`config.mk`:
```
export PLATFORM = sky130hd
export DESIGN_NAME = fetch_queue
export DESIGN_NICKNAME = d
export VERILOG_FILES = /design/src/rtl/fetch_pkg.sv /design/src/rtl/fetch_queue.sv
export SDC_FILE = /design/constraint.sdc
export NUM_CORES = 1
export LEC_CHECK = 0
export ABC_AREA = 1
export CAP_MARGIN = 15
export CORE_MARGIN = 2
export CORE_UTILIZATION = 35
export DETAILED_ROUTE_END_ITERATION = 16
export MAX_ROUTING_LAYER = met4
export PLACE_DENSITY = 0.64
export SLEW_MARGIN = 0
export SYNTH_ARGS = -nofsm -noshare
export SYNTH_HDL_FRONTEND = slang
export SYNTH_SLANG_ARGS = --single-unit
```
`constraint.sdc`:
```
create_clock -name clk -period 4.1 [get_ports clk]
set_input_delay 0.82 -clock clk [delete_from_list [all_inputs] [get_ports clk]]
set_output_delay 0.82 -clock clk [all_outputs]
set_load 0.01 [all_outputs]
```
`src/rtl/fetch_pkg.sv`:
```
// Shared definitions for the fetch path: default widths, the NOP encoding and
// the entry layout that travels from the instruction ROM to decode.
package fetch_pkg;

  localparam int unsigned FETCH_ADDR_W = 32;
  localparam int unsigned FETCH_DATA_W = 32;

  // addi x0, x0, 0
  localparam logic [31:0] NOP_INSTR = 32'h00000013;

  typedef struct packed {
    logic [FETCH_DATA_W-1:0] instr;
    logic [FETCH_ADDR_W-1:0] pc;
  } fetch_entry_t;

endpackage

```
`src/rtl/fetch_queue.sv`:
```
// Decoupling queue between instruction fetch and decode: buffers {instr, pc}
// pairs behind a valid/ready handshake and is cleared by a redirect flush.
module fetch_queue
  import fetch_pkg::*;
#(
  parameter int unsigned ADDRESS_WIDTH = FETCH_ADDR_W,
  parameter int unsigned DATA_WIDTH    = FETCH_DATA_W,
  parameter int unsigned DEPTH         = 2
) (
  input  logic                       clk,
  input  logic                       rst,
  input  logic                       in_valid,
  output logic                       in_ready,
  input  logic [DATA_WIDTH-1:0]      instr_i,
  input  logic [ADDRESS_WIDTH-1:0]   pc_i,
  input  logic                       flush,
  output logic                       out_valid,
  input  logic                       out_ready,
  output logic [DATA_WIDTH-1:0]      instr_o,
  output logic [ADDRESS_WIDTH-1:0]   pc_o,
  output logic [ADDRESS_WIDTH-1:0]   pc_plus4_o,
  output logic [$clog2(DEPTH):0]     occupancy
);

  localparam int unsigned PTR_W = $clog2(DEPTH);
  localparam int unsigned CNT_W = PTR_W + 1;

  logic [DATA_WIDTH-1:0]    instr_mem_q [DEPTH];
  logic [ADDRESS_WIDTH-1:0] pc_mem_q    [DEPTH];

  logic [PTR_W-1:0] wr_ptr_q, wr_ptr_d;
  logic [PTR_W-1:0] rd_ptr_q, rd_ptr_d;
  logic [CNT_W-1:0] count_q, count_d;

  logic push;
  logic pop;

  // in_ready is a function of registered count only, so decode back-pressure
  // never forms a combinational path into the fetch stage.
  assign in_ready  = (count_q != CNT_W'(DEPTH));
  assign out_valid = (count_q != '0);
  assign occupancy = count_q;

  assign push = in_valid & in_ready & ~flush;
  assign pop  = out_valid & out_ready & ~flush;

  always_comb begin
    wr_ptr_d = wr_ptr_q;
    rd_ptr_d = rd_ptr_q;
    count_d  = count_q;
    if (flush) begin
      wr_ptr_d = '0;
      rd_ptr_d = '0;
      count_d  = '0;
    end else begin
      if (push) wr_ptr_d = wr_ptr_q + PTR_W'(1);
      if (pop)  rd_ptr_d = rd_ptr_q + PTR_W'(1);
      case ({push, pop})
        2'b10:   count_d = count_q + CNT_W'(1);
        2'b01:   count_d = count_q - CNT_W'(1);
        default: count_d = count_q;
      endcase
    end
  end

  always_ff @(posedge clk or posedge rst) begin
    if (rst) begin
      wr_ptr_q <= '0;
      rd_ptr_q <= '0;
      count_q  <= '0;
    end else begin
      wr_ptr_q <= wr_ptr_d;
      rd_ptr_q <= rd_ptr_d;
      count_q  <= count_d;
    end
  end

  // Payload storage carries no reset; the empty mux below hides stale contents.
  always_ff @(posedge clk) begin
    if (push) begin
      instr_mem_q[wr_ptr_q] <= instr_i;
      pc_mem_q[wr_ptr_q]    <= pc_i;
    end
  end

  always_comb begin
    instr_o    = DATA_WIDTH'(NOP_INSTR);
    pc_o       = '0;
    pc_plus4_o = '0;
    if (out_valid) begin
      instr_o    = instr_mem_q[rd_ptr_q];
      pc_o       = pc_mem_q[rd_ptr_q];
      pc_plus4_o = pc_mem_q[rd_ptr_q] + ADDRESS_WIDTH'(4);
    end
  end

endmodule

```
Word level (Yosys, flattened, before mapping)

Memory sizes are Yosys's and may differ from the RTL's.
Index checks and enable logic that the tools add are counted.

Add/sub/neg operators: 5
Equality and inequality tests: 3
Mux-type cells: 11
Bitwise gates (word level): 5
Reduce and logical (&&, ||, !) cells: 4

Operators by type and width:

| operator                                                              | number |
|---|---|
| 32-bit 2-to-1 mux                                                     | 3 |
| 32-bit by 3-bit adder with 32-bit output, second input constant       | 1 |
| 1-bit 2-to-1 mux                                                      | 6 |
| 2-bit nonzero test                                                    | 3 |
| 1-bit AND                                                             | 4 |
| 2-bit case mux with 2 select lines                                    | 1 |
| 3-bit nonzero test                                                    | 1 |
| 1-bit adder, second input constant                                    | 2 |
| 2-bit by 1-bit adder with 2-bit output, second input constant         | 1 |
| 2-bit by 1-bit equality test with 1-bit output, second input constant | 1 |
| 2-bit equality test, second input constant                            | 1 |
| 2-bit 2-to-1 mux                                                      | 1 |
| 2-bit != test, second input constant                                  | 1 |
| 2-bit by 1-bit subtractor with 2-bit output, second input constant    | 1 |
| 1-bit NOT                                                             | 1 |

Register bits after elaboration: 4
Bits in writable memories: 128
Word-level logic and storage cells: 33
Memories: 2

Memories:

| memory      | words | bits a word | read ports | clocked after Yosys merged registers in | wr ports | line              | RTL |
|---|---|---|---|---|---|---|---|
| instr_mem_q | 2     | 32          | 1          | 0                                       | 1        | fetch_queue.sv:28 | `logic [DATA_WIDTH-1:0] instr_mem_q [DEPTH];` |
| pc_mem_q    | 2     | 32          | 1          | 0                                       | 1        | fetch_queue.sv:29 | `logic [ADDRESS_WIDTH-1:0] pc_mem_q [DEPTH];` |

Longest topological paths before layout

Depth in word-level cells: 6
Depth in mapped cells: 14

Worst setup path after synthesis

OpenSTA, ideal clock, no wires.

Kind: input -> register
From: input in_valid
To: memory instr_mem_q[0][0] in the netlist's numbering, enable pin
Arrival: 3.724 ns
Data required time: 3.613 ns
Path slack: -0.111 ns
Stages on the path: 4
Buffers on the path: 0
Cell sequence: nand2_1 nor2_1 inv_1 nor2_1

Word-level cells in the longest chain between the ends: 4

Ends and longest elaborated chain:

| element                                | line              | RTL |
|---|---|---|
| start: declaration                     | fetch_queue.sv:12 | `input logic in_valid,` |
| 1-bit AND (2 in a row)                 | fetch_queue.sv:44 | `assign push = in_valid & in_ready & ~flush;` |
| 1-bit 2-to-1 mux                       | fetch_queue.sv:80 | `if (push) begin` |
| 1-bit 2-to-1 mux (implied by the code) | fetch_queue.sv:81 | `instr_mem_q[wr_ptr_q] <= instr_i;` |
| end: declaration                       | fetch_queue.sv:28 |  |

No other way between the ends.

Worst setup path after layout

From: register rd_ptr_q
To: output pc_plus4_o[23]

Word-level cells in the longest chain between the ends: 3

Ends and longest elaborated chain:

| element                                  | line              | RTL |
|---|---|---|
| start: declaration                       | fetch_queue.sv:32 | `logic [PTR_W-1:0] rd_ptr_q, rd_ptr_d;` |
| start signal: assignment                 | fetch_queue.sv:73 | `rd_ptr_q <= rd_ptr_d;` |
| memory 2 x 32 bit                        | --                |  |
| 32-bit by 3-bit adder with 32-bit output | fetch_queue.sv:93 | `pc_plus4_o = pc_mem_q[rd_ptr_q] + ADDRESS_WIDTH'(4);` |
| 32-bit 2-to-1 mux                        | fetch_queue.sv:90 | `if (out_valid) begin` |
| end: declaration                         | fetch_queue.sv:21 | `output logic [ADDRESS_WIDTH-1:0] pc_plus4_o,` |

No other way between the ends.

==> out/summary.txt <==
run status: finished clean
fin util: 50.45%
CP Capture Type: output pin
Vias: 4804
reg2reg setup slack: 1.94 ns
XOR/XNOR Fraction of Synth Area: 0.2808%
crit-path max FO: 24
Synth Area in Adders: 0.2006%
Cells after Synth: 648
post-synthesis mux area share: 0%
Slew Viols, Final: 0
TritonCTS clock tree: yes
Avg Cell Area, Syn: 9.625 um2
Die ar.: 18900 um2
RSZ-0062 raised after global routing: no
CP endpoint: pc_plus4_o[23]
Yosys cell types: 32
Levels on crit path: 12
Initial Util: 35.94%
worst hold path class: register to register
grt total ovfl: 0
vias in the first global route: 4579
worst setup path start: rd_ptr_q$_DFFE_PP0P_
site row count: 48
Die X: 137.5 um
Simple-Gate Fraction of Synth Area: 23.19%
Crit-path slowest cell: clkdlybuf4s50_1
worst relative slew slack: 39.15%
Tmin final: 3.838 ns
post-DP HPWL: 10820 um
r2r worst-path depth: 7
Critical path buffers and inverters: 4
clk_lat worst skew: 0.41 ns
largest family of logic cells by synthesized area: simple AND/OR/NAND/NOR gates
synthesized area: 6237 um2
per-cell routed wire length: 14.28 um
Max Root-Sink Buffers: 2
Place WS: 0.5327 ns
die height: 137.5 um
post-cts hold buffer count: 0
1st-iter DRT viols: 269
number of nets with antenna violations after routing: 0
GPL Wtd Cong: 0.8843
Tightest Pin Transition: 0.9118 ns
port buffer count: 168
Syn Nets: 718
Cell Pwr Density: 460.5 nW/um2
core area: 17360 um2
final worst-path setup slack: 0.2622 ns
Syn. warnings: 0
startpoint types: register
fin crit share: 93.60%
area grow syn2layout: 40.40%
# nets final: 888
CP Data Required Time: 3.28 ns
vias per cell: 4.536
WS Path Type: register to output pin
Area contributors post-synth: edfxtp_1 (62%), nand2_1 (13%), inv_1 (3.9%)
Synth Area in Compound Gates: 6.439%
CTS sink count: 132
post-synth top area share: 61.62%
Highest Clock Rate: 260.6 MHz
Synth Register Bits: 132
Final Skew: 0.009364 ns
DRT Pass-1 Iters: 4
share of cells above drive strength 1: 9.146%
sequential share of the synthesized area: 63.23%
CTS buffer count: 17
largest net degree at the start of global routing: 75
sum of negative setup slack: 0 ns
Max VDD drop: 0.2603 mV
CTS root buffer: clkbuf_16
number of antenna violations at the first check in global routing: 3
Largest stage delay, worst path: 0.55 ns
CP top delay family: buffers and inverters
crit-path most repeated cell: nand2_1
R2R Path End: pc_mem_q[1][14]$_DFFE_PP_
H-tree depth: 4
final hold vios: 0
first-pass GRT wire length: 23530 um
CP cell instances: inv_2, buf_6, buf_4, nand2_1, nand2_1, nand2_2, nor2_2, nand2_1, nor2_2, nand2_1, o21ai_1, clkdlybuf4s50_1
CP arrival: 3.02 ns
r2r startpoint: occupancy[0]$_DFFE_PP0P_
GRT Overall Usage: 17.18%
Final setup viols: 0
area leader, netlist: edfxtp_1
Static Leak: 0.003362 uW
Max Cap Viol: 0
# DRC: 0
wirelength, routed: 15120 um
number of top-level pins: 169
clock-pin slew on the worst setup and hold paths: 0.06 ns
metal layers:
layer  GRT usage [%]  up-vias  wire (um)
li1                -     2481          -
met1           21.71     2170       6622
met2           26.09      144       7134
met3           5.556        9       1224
met4           5.899        0        138
met5               -        -          0
worst reg2reg max path: cells and delay by family (launching register included):
kind	cells	cell delay, ns
buffers and inverters	3	0.65
AND/OR/NAND/NOR	4	0.74
flip-flops	1	0.42
worst min-delay path by stage:
stage | start | end | slack (ns) | cells after the start
global placement | wr_ptr_q$_DFFE_PP0P_ | wr_ptr_q$_DFFE_PP0P_ | 0.56 | 1
finish | wr_ptr_q$_DFFE_PP0P_ | wr_ptr_q$_DFFE_PP0P_ | 0.58 | 1
global route | wr_ptr_q$_DFFE_PP0P_ | wr_ptr_q$_DFFE_PP0P_ | 0.60 | 1
CTS | wr_ptr_q$_DFFE_PP0P_ | wr_ptr_q$_DFFE_PP0P_ | 0.58 | 1
detailed placement | wr_ptr_q$_DFFE_PP0P_ | wr_ptr_q$_DFFE_PP0P_ | 0.57 | 1
floorplan | wr_ptr_q$_DFFE_PP0P_ | wr_ptr_q$_DFFE_PP0P_ | 0.48 | 1
registers in the layout, summed over array words and instances, names as in the netlist:
signal / count
rd_ptr_q: 1
pc_mem_q: 64
wr_ptr_q: 1
instr_mem_q: 64
occupancy: 2
cells in the mapped netlist (all sizes together):
cell type	number
inv	67
buf	24
edfxtp	128
dfrtp	4
nor3	6
o21ai	28
nand2	226
a21oi	45
ha	1
nand4	5
and2	1
clkbuf	4
or2	2
clkinv	1
o21a	1
nor2	76
nand3	24
o211ai	2
xor2	2
o22ai	1
kinds of logic (layout without fill, tap and decap cells):
kind of cell | Yosys count | in the layout
and+or+nand+nor | 340 | 340
DFF | 132 | 132
buffers and inverters | 96 | 279
AOI/OAI and AO/OA | 77 | 77
xor gates and xnor gates | 2 | 2
adders and majority gates | 1 | 1
other | 0 | 3
area by class of cell:
| type | instances | area (um2) |
|---|---|---|
| fillers | 1560 | 8600 |
| flip-flops and latches | 132 | 3945 |
| multi-input cells | 420 | 1908 |
| repair buffers | 179 | 1772 |
| clock buffers | 17 | 425.4 |
| well taps | 225 | 281.5 |
| inverters | 68 | 255.2 |
| clock inverters | 15 | 162.7 |
| diodes | 3 | 7.507 |
cell usage in the layout, fill, tap and decap left out, types with 3 or more instances in the layout:
master,instances
clkdlybuf4s50_1,168
clkinv_1,5
diode_2,3
a21oi_1,45
buf_4,9
edfxtp_1,128
nor3_1,5
clkbuf_16,17
nand2_1,213
nor2_2,5
o21ai_1,12
nor2_1,61
nand3_1,23
inv_1,65
nand4_1,5
o21ai_0,14
nand2_2,12
nor2_4,10
dfrtp_1,3
bufinv_16,3
clkinvlp_4,4
where the power goes:
part           total (uW)  switching, uW  leakage, uW  internal [uW]
sequential           1570           20.8      0.00123           1540
combinational         973            535      0.00186            438
clock                1490            547     0.000276            947
total                4030           1100      0.00336           2930
per-stage QoR:
stage / cells / total power (uW) / instance area [um2] / hold WS (ns)
floorplan: 648 / 2094 / 6237 / 0.4812
global placement: 1024 / 2569 / 8147 / 0.5628
detailed placement: 1024 / 2574 / 8147 / 0.5732
CTS: 1056 / 4069 / 8735 / 0.5821
global route: 1059 / 4231 / 8757 / 0.6007
finish: 1059 / 4033 / 8757 / 0.5775
timing repair:
| item | CTS | global route |
|---|---|---|
| gates resized for setup | 0 | 4 |
| endpoints found under the hold margin | 0 | 0 |
| setup buffers | 0 | 0 |
| endpoints found under the setup margin | 0 | 11 |
Note: power is estimated with default switching activity, not from simulation.
